[src/rtl/data_frame_accum.sv]
`default_nettype none
// ============================================================================
// Module   : data_frame_accum
// Brief    : Collects N accepted signed samples into a frame and presents a
//            saturating sum, maximum, minimum and saturation flag on a
//            valid/ready output with full backpressure.
// Revision : 1.0 - initial release
// ============================================================================
module data_frame_accum #(
  parameter int DW = 9,   // signed sample width
  parameter int N  = 4,   // samples per frame (2..255)
  parameter int SW = 12   // signed sum width (>= DW)
) (
  input  logic          clk,
  input  logic          rst,
  input  logic          clr,
  input  logic          in_valid,
  input  logic [DW-1:0] in_data,
  output logic          in_ready,
  output logic          out_valid,
  input  logic          out_ready,
  output logic [SW-1:0] out_sum,
  output logic [DW-1:0] out_max,
  output logic [DW-1:0] out_min,
  output logic          out_sat,
  output logic [7:0]    out_cnt
);

  typedef enum logic [0:0] {
    ACCUM = 1'b0,
    HOLD  = 1'b1
  } state_t;

  localparam logic [7:0]           LAST_CNT = 8'(N - 1);
  localparam logic signed [SW-1:0] SUM_MAX  = {1'b0, {(SW-1){1'b1}}};
  localparam logic signed [SW-1:0] SUM_MIN  = {1'b1, {(SW-1){1'b0}}};

  state_t               state_q, state_d;
  logic signed [SW-1:0] acc_q, acc_d;
  logic signed [DW-1:0] max_q, max_d;
  logic signed [DW-1:0] min_q, min_d;
  logic                 sat_q, sat_d;
  logic [7:0]           cnt_q, cnt_d;

  logic signed [DW-1:0] sample;
  logic signed [SW:0]   sum_wide;
  logic signed [SW-1:0] sum_clamped;
  logic                 add_clip;
  logic                 accept;
  logic                 last_sample;

  assign in_ready    = (state_q == ACCUM);
  assign out_valid   = (state_q == HOLD);
  assign accept      = in_valid && in_ready;
  assign last_sample = (cnt_q == LAST_CNT);
  assign sample      = $signed(in_data);

  // Sum one bit wider than the accumulator so overflow shows as a sign split.
  assign sum_wide = (SW+1)'(acc_q) + (SW+1)'(sample);

  // Clamp the wide sum back into SW bits, flagging any clip.
  always_comb begin
    add_clip    = (sum_wide[SW] != sum_wide[SW-1]);
    sum_clamped = sum_wide[SW-1:0];
    if (add_clip) begin
      sum_clamped = sum_wide[SW] ? SUM_MIN : SUM_MAX;
    end
  end

  // Frame state: fill in ACCUM, present result in HOLD until handshake.
  always_comb begin
    state_d = state_q;
    if (clr) begin
      state_d = ACCUM;
    end else begin
      case (state_q)
        ACCUM:   if (accept && last_sample) state_d = HOLD;
        HOLD:    if (out_ready)             state_d = ACCUM;
        default: state_d = ACCUM;
      endcase
    end
  end

  // Datapath next state: first sample seeds the frame, later ones fold in.
  always_comb begin
    acc_d = acc_q;
    max_d = max_q;
    min_d = min_q;
    sat_d = sat_q;
    cnt_d = cnt_q;
    if (clr) begin
      // Partial frame and pending result are dropped; stats are kept.
      cnt_d = 8'd0;
      sat_d = 1'b0;
    end else if (accept) begin
      cnt_d = last_sample ? 8'd0 : cnt_q + 8'd1;
      if (cnt_q == 8'd0) begin
        acc_d = SW'(sample);
        max_d = sample;
        min_d = sample;
        sat_d = 1'b0;
      end else begin
        acc_d = sum_clamped;
        if (sample > max_q) max_d = sample;
        if (sample < min_q) min_d = sample;
        sat_d = sat_q | add_clip;
      end
    end
  end

  // State and datapath registers with synchronous reset.
  always_ff @(posedge clk) begin
    if (rst) begin
      state_q <= ACCUM;
      acc_q   <= '0;
      max_q   <= '0;
      min_q   <= '0;
      sat_q   <= 1'b0;
      cnt_q   <= 8'd0;
    end else begin
      state_q <= state_d;
      acc_q   <= acc_d;
      max_q   <= max_d;
      min_q   <= min_d;
      sat_q   <= sat_d;
      cnt_q   <= cnt_d;
    end
  end

  assign out_sum = acc_q;
  assign out_max = max_q;
  assign out_min = min_q;
  assign out_sat = sat_q;
  assign out_cnt = cnt_q;

endmodule
`default_nettype wire

[config.mk]
export PLATFORM = sky130hd
export DESIGN_NAME = data_frame_accum
export DESIGN_NICKNAME = d
export VERILOG_FILES = /design/src/rtl/data_frame_accum.sv
export SDC_FILE = /design/constraint.sdc
export NUM_CORES = 1
export LEC_CHECK = 0
export ABC_AREA = 0
export BUFFER_PORTS_ARGS = -buffer_cell sky130_fd_sc_hd__buf_2
export CAP_MARGIN = 25
export CORE_ASPECT_RATIO = 1.1
export CORE_MARGIN = 2
export CORE_UTILIZATION = 55
export CTS_CLUSTER_DIAMETER = 100
export DETAILED_ROUTE_END_ITERATION = 10
export PLACE_DENSITY = 0.86
export SYNTH_ARGS = -nofsm -noshare
export SYNTH_HDL_FRONTEND = slang
export SYNTH_SLANG_ARGS = --single-unit
[constraint.sdc]
create_clock -name clk -period 5.2 [get_ports clk]
set_input_delay 1.04 -clock clk [delete_from_list [all_inputs] [get_ports clk]]
set_output_delay 1.04 -clock clk [all_outputs]
set_load 0.05 [all_outputs]
# Yosys cells after proc, flatten, opt, wreduce, memory -nomap -nowiden
# Index checks and enable logic that the tools add are counted.
# Widths: inputs -> output; s select.
dict set report classes {
  addsub 2
  multipliers 0
  n_div 0
  order_cmp 2
  eq_ne 2
  shifts 0
  n_mux 12
  n_bitwise 3
  n_reduce_logical 9
}
# cell count
set op_table {}
lappend op_table {{$mux 12} 3}
lappend op_table {{$mux 9} 4}
lappend op_table {{$add 12x9->13} 1}
lappend op_table {{$gt 9x9->1} 1}
lappend op_table {{$lt 9x9->1} 1}
lappend op_table {{$add 8x1->8 const B} 1}
lappend op_table {{$eq 8x2->1 const B} 1}
lappend op_table {{$logic_not 8->1} 1}
lappend op_table {{$mux 8} 1}
lappend op_table {{$reduce_and 3->1} 2}
lappend op_table {{$reduce_bool 2->1} 2}
lappend op_table {{$mux 1} 3}
lappend op_table {{$logic_and 1x1->1} 2}
lappend op_table {{$not 1->1} 2}
lappend op_table {{$pmux 1 s2} 1}
lappend op_table {{$reduce_and 2->1} 1}
lappend op_table {{$reduce_or 2->1} 1}
lappend op_table {{$ne 1x1->1} 1}
lappend op_table {{$or 1x1->1} 1}
dict set report totals {
  ff_bits 40
  latch_bits 0
  ram_bits 0
  mem_bits_ro 0
  input_bits 14
  out_inout_bits 41
  word_cells 36
  mem_count 0
}

# Depth between registers and ports, before layout
dict set report depth {
  ltp_word 5
  ltp_mapped 10
  depth_no_buf 10
}

# Least setup slack after synthesis
# Ideal clock, no wire load.
dict set report synth_path {
  path_kind {input port to flip-flop}
  start {input port in_data[0]}
  end {register acc_q[3] (netlist: out_sum[3])}
  setup_time_ns 0.079
  arrival_ns 3.258
  required_time_ns 5.121
  path_slack_ns 1.863
  cell_stages 10
  path_buffers 0
  path_cell_list {ha_1 -> inv_1 -> fa_1 -> nor2b_1 -> o31ai_2 -> a2111oi_4 -> nor3_2 -> mux2_4 -> or4_1 -> o211ai_1}
}
dict set report synth_via {
  elab_chain_cells 4
  word_cells_on_any_way 5
  cone_classes {add/sub (1); eq/ne (1); mux (3)}
}
# element line_no
set synth_rtl {}
lappend synth_rtl {{from (decl)} 18} ;# input logic [DW-1:0] in_data,
lappend synth_rtl {{$add 12x9->13 (*)} 59} ;# assign sum_wide = (SW+1)'(acc_q) + (SW+1)'(sample);
lappend synth_rtl {{$mux 12 / $ne 1x1->1 (equally long branches)} {66, 63}}
lappend synth_rtl {{$mux 12 (*)} 65} ;# if (add_clip) begin
lappend synth_rtl {{$mux 12 (*)} 97} ;# if (cnt_q == 8'd0) begin
lappend synth_rtl {{to (signal assigned)} 115} ;# acc_q <= '0;
lappend synth_rtl {{to (signal assigned)} 122} ;# acc_q <= acc_d;
lappend synth_rtl {{to (decl)} 39} ;# logic signed [SW-1:0] acc_q, acc_d;
# Mark *: on every way between the ends. The rest lies on a longest branch, timed or not.
# A chain may end at the register's enable or synchronous reset.

# Final worst setup path
dict set report layout_path {
  start {input port in_data[0]}
  end {register acc_q[0] (netlist: out_sum[0])}
}
dict set report layout_via {
  elab_chain_cells 4
  word_cells_on_any_way 5
  cone_classes {add/sub (1); eq/ne (1); mux (3)}
}
# element line_no
set layout_rtl {}
lappend layout_rtl {{$add 12x9->13} 59}
lappend layout_rtl {{$mux 12 / $ne 1x1->1 (equally long branches)} {66, 63}}
lappend layout_rtl {{$mux 12} 65}
lappend layout_rtl {{$mux 12 (*)} 97}
# Marks and branches as above.

==> key figures <==
Yosys
  – Most frequent cells after synthesis: dfxtp_1 (40), ha_1 (31), nor2_1 (31)
  – Syn Inst Count: 333
  – Mapped Area: 2830 sq um
  – EDFF count, synth: 0
  – Predominant post-synthesis flop cell: dfxtp_1
  – Synth top area cells: dfxtp_1 (28%), ha_1 (14%), mux2i_1 (6.7%)
  – Sequential share of the synthesized area: 28.3%
  – Cell taking the most area after synthesis: dfxtp_1
  – Synth cell types: 55
  – Synthesized flop and latch total: 40
  – Most frequent cell after synthesis: dfxtp_1
  – Synth Area per Inst: 8.48 sq um
  – Synth async-reset ratio: 0%
  – Top-area cell type share of the netlist area: 28.3%
  – Ys Warns: 0
  – Syn Nets: roughly 380

Timing
  – Tcrit/Tclk final: between 60% and 70%
  – Worst slew margin: 46.2%
  – Final hold violation count: 0
  – RSZ-0062 raised after global routing: no
  – Fin Hold WS: just under 0.5 ns
  – Peak Freq: about 0.29 GHz
  – Setup tns final: 0 ns
  – Min Clock Period, post-route: 3.48 ns
  – Final Max Slew Viols: 0
  – Setup Skew: 0.00818 ns
  – Final setup fails: 0
  – Worst slew pin tran: 0.805 ns

Detailed routing
  – Total number of vias: around 2700
  – DRT iter0 DRCs: 210
  – Drt total wl: 7190 microns
  – DR WL/cell: 16.1 microns
  – Vias per cell: 6.01
  – DRC viols: 0
  – Drt first pass iters: 4
  – ANT nets after route: 0

Worst setup path
  – Setup crit end: out_sum[0]
  – Critical Path End Type: flip-flop
  – Critical Path Start: in_data[0]
  – Critical Path Source Type: input port
  – Critical R2R Launch: out_sum[0]
  – CP max stage delay: 0.51 ns
  – Crit path DAT: 3.71 ns
  – Worst Path Required: 5.43 ns
  – Worst R2R End: out_sum[0]
  – Stages on worst setup path: 11
  – Crit-path max FO: 6
  – WP buf/inv: 2
  – Slowest CP cell: or4b_1
  – Reg2Reg Depth: 10
  – Setup CP Type: in -> reg
  – CP cell instances: buf_2 > ha_1 > inv_1 > fa_1 > nor2b_1 > o31ai_2 > a2111oi_4 > nor3_2 > mux2_4 > or4b_1 > o211ai_1
  – Flop-to-flop setup slack: roughly 2.2 ns
  – Critical path's top delay family: simple AND/OR/NAND/NOR gates

Outcome
  – Status: finished, final reports clean

GRT
  – GRT Overall Usage: about a quarter
  – First-pass GRT wire length: ~12000 microns
  – Largest net degree at the start of global routing: 48
  – Vias in the first global route: 2539
  – Total grt overflow: 0
  – Antenna violations before repair: 0

Layout
  – Nets: 433
  – Syn-to-layout area delta: 14.9%
  – Share of cells above drive strength 1: about 20%
  – # diodes: 0

Clocking
  – Hold Buf Count CTS: 0
  – CTS clock-pin slew for the worst setup and hold paths: around 0.080 ns
  – # H-tree levels: 2
  – Setup Fix Bufs, Post-CTS: 0
  – Worst-Skew Late Latency: 0.30 ns
  – Post-CTS resize count: 0
  – CTS max path bufs: 2
  – Cts bufs inserted: 5
  – CTS tree: built
  – Clock Sinks: 40
  – Root buf cell: clkbuf_8

Power
  – Static Leak: between 1 and 1.5 nW
  – Max VDD drop: 153 uV
  – Pwr Density: 257 nW/um^2

Floorplanning
  – Die Y: 79.2 microns
  – Core box area: slightly below 5000 sq um
  – Initial Util: 56.9%
  – Cell Rows: 27
  – Io pins: 55
  – Die Footprint: roughly 5700 sq um
  – Die X: ~72 microns

Place
  – RD Place Congestion: 0.908
  – Port bufs: 54
  – DP Wirelength: 5330 microns

Worst hold path
  – Hold Crit Class: reg -> reg

Job
  – Max_cap viols: 0
## power by group
| part | leakage (nW) | switching (W) | internal (W) |
|---|---|---|---|
| Sequential | 0.327 | 0.0000136 | 0.000323 |
| Clock | 0.0445 | 0.000117 | 0.000108 |
| Combinational | 1.06 | 0.000178 | 0.0000946 |
## kinds of logic after synthesis
kind of cell	synth area share [%]
AND/OR/NAND/NOR	20.0
AO/OA/AOI/OAI	19.3
XOR/XNOR	4.96
adder cells (fa/ha/maj)	14.8
multiplexers	7.26
buffers and inverters	5.31
flip-flops	28.3
## sequential cells by signal, indices dropped and copies added (netlist names)
signal     flops
out_cnt        8
out_max        9
out_valid      1
out_sat        1
out_sum       12
out_min        9
## worst min path at each step
stage	start	to	slack, ns	cells after the start
CTS	out_sum[11]	out_sum[11]	0.48	2
floorplan	out_sum[11]	out_sum[11]	0.69	2
finish	out_sum[11]	out_sum[11]	0.48	2
global placement	out_sum[11]	out_sum[11]	0.47	2
detailed placement	out_sum[11]	out_sum[11]	0.47	2
global route	out_min[1]	out_min[1]	0.50	2
## layout by cell type, fill, tap and decap left out, types with 5 or more instances in the layout
master,Yosys,routed
buf_2,3,54
dfxtp_1,40,40
nor2_1,31,31
ha_1,31,31
inv_1,28,28
nand2b_1,23,23
a21oi_1,20,20
mux2i_1,19,19
nand2_1,15,15
o21ai_0,14,14
nand3_1,10,10
xor2_1,8,8
xnor2_1,8,8
clkbuf_8,0,6
nor2b_1,5,5
a211oi_1,5,5
a21o_1,5,5
## final cells by class
class,instances,area (sq um)
Clock inverter,1,7.51
Fill cell,418,1720
Timing Repair Buffer,58,300
Tap cell,58,72.6
Sequential cell,40,801
Inverter,28,105
Multi-Input combinational cell,254,1870
Clock buffer,7,86.3
## per-stage QoR
| stage | util, % | cell area, sq um | power, W | setup slack (ns) | instances |
|---|---|---|---|---|---|
| 2_1_floorplan | - | 2830 | 0.000545 | 1.86 | 333 |
| 3_3_place_gp | 63.3 | 3150 | 0.000600 | 1.60 | 437 |
| 3_5_place_dp | 63.5 | 3150 | 0.000610 | 1.41 | 438 |
| 4_1_cts | 65.4 | 3250 | 0.000833 | 1.74 | 446 |
| 5_1_grt | 65.4 | 3250 | 0.000875 | 1.49 | 446 |
| 6_report | 65.4 | 3250 | 0.000833 | 1.72 | 446 |
## routing by layer
layer	wire length, microns	share of wire (%)	track usage, %
met3	497	6.9	5.71
met5	0	0	0
met2	3610	50	44.1
met4	265	3.7	13.4
met1	2820	39	31.4
## worst reg2reg max path, cell delays in order, from the launching register on
cell and delay, ns:
dfxtp_1 0.37, ha_1 0.24, inv_1 0.07, fa_1 0.38, nor2b_1 0.26, o31ai_2 0.16, a2111oi_4 0.39, nor3_2 0.11
mux2_4 0.30, or4b_1 0.51, o211ai_1 0.11
(Power assumes the default switching activity.)
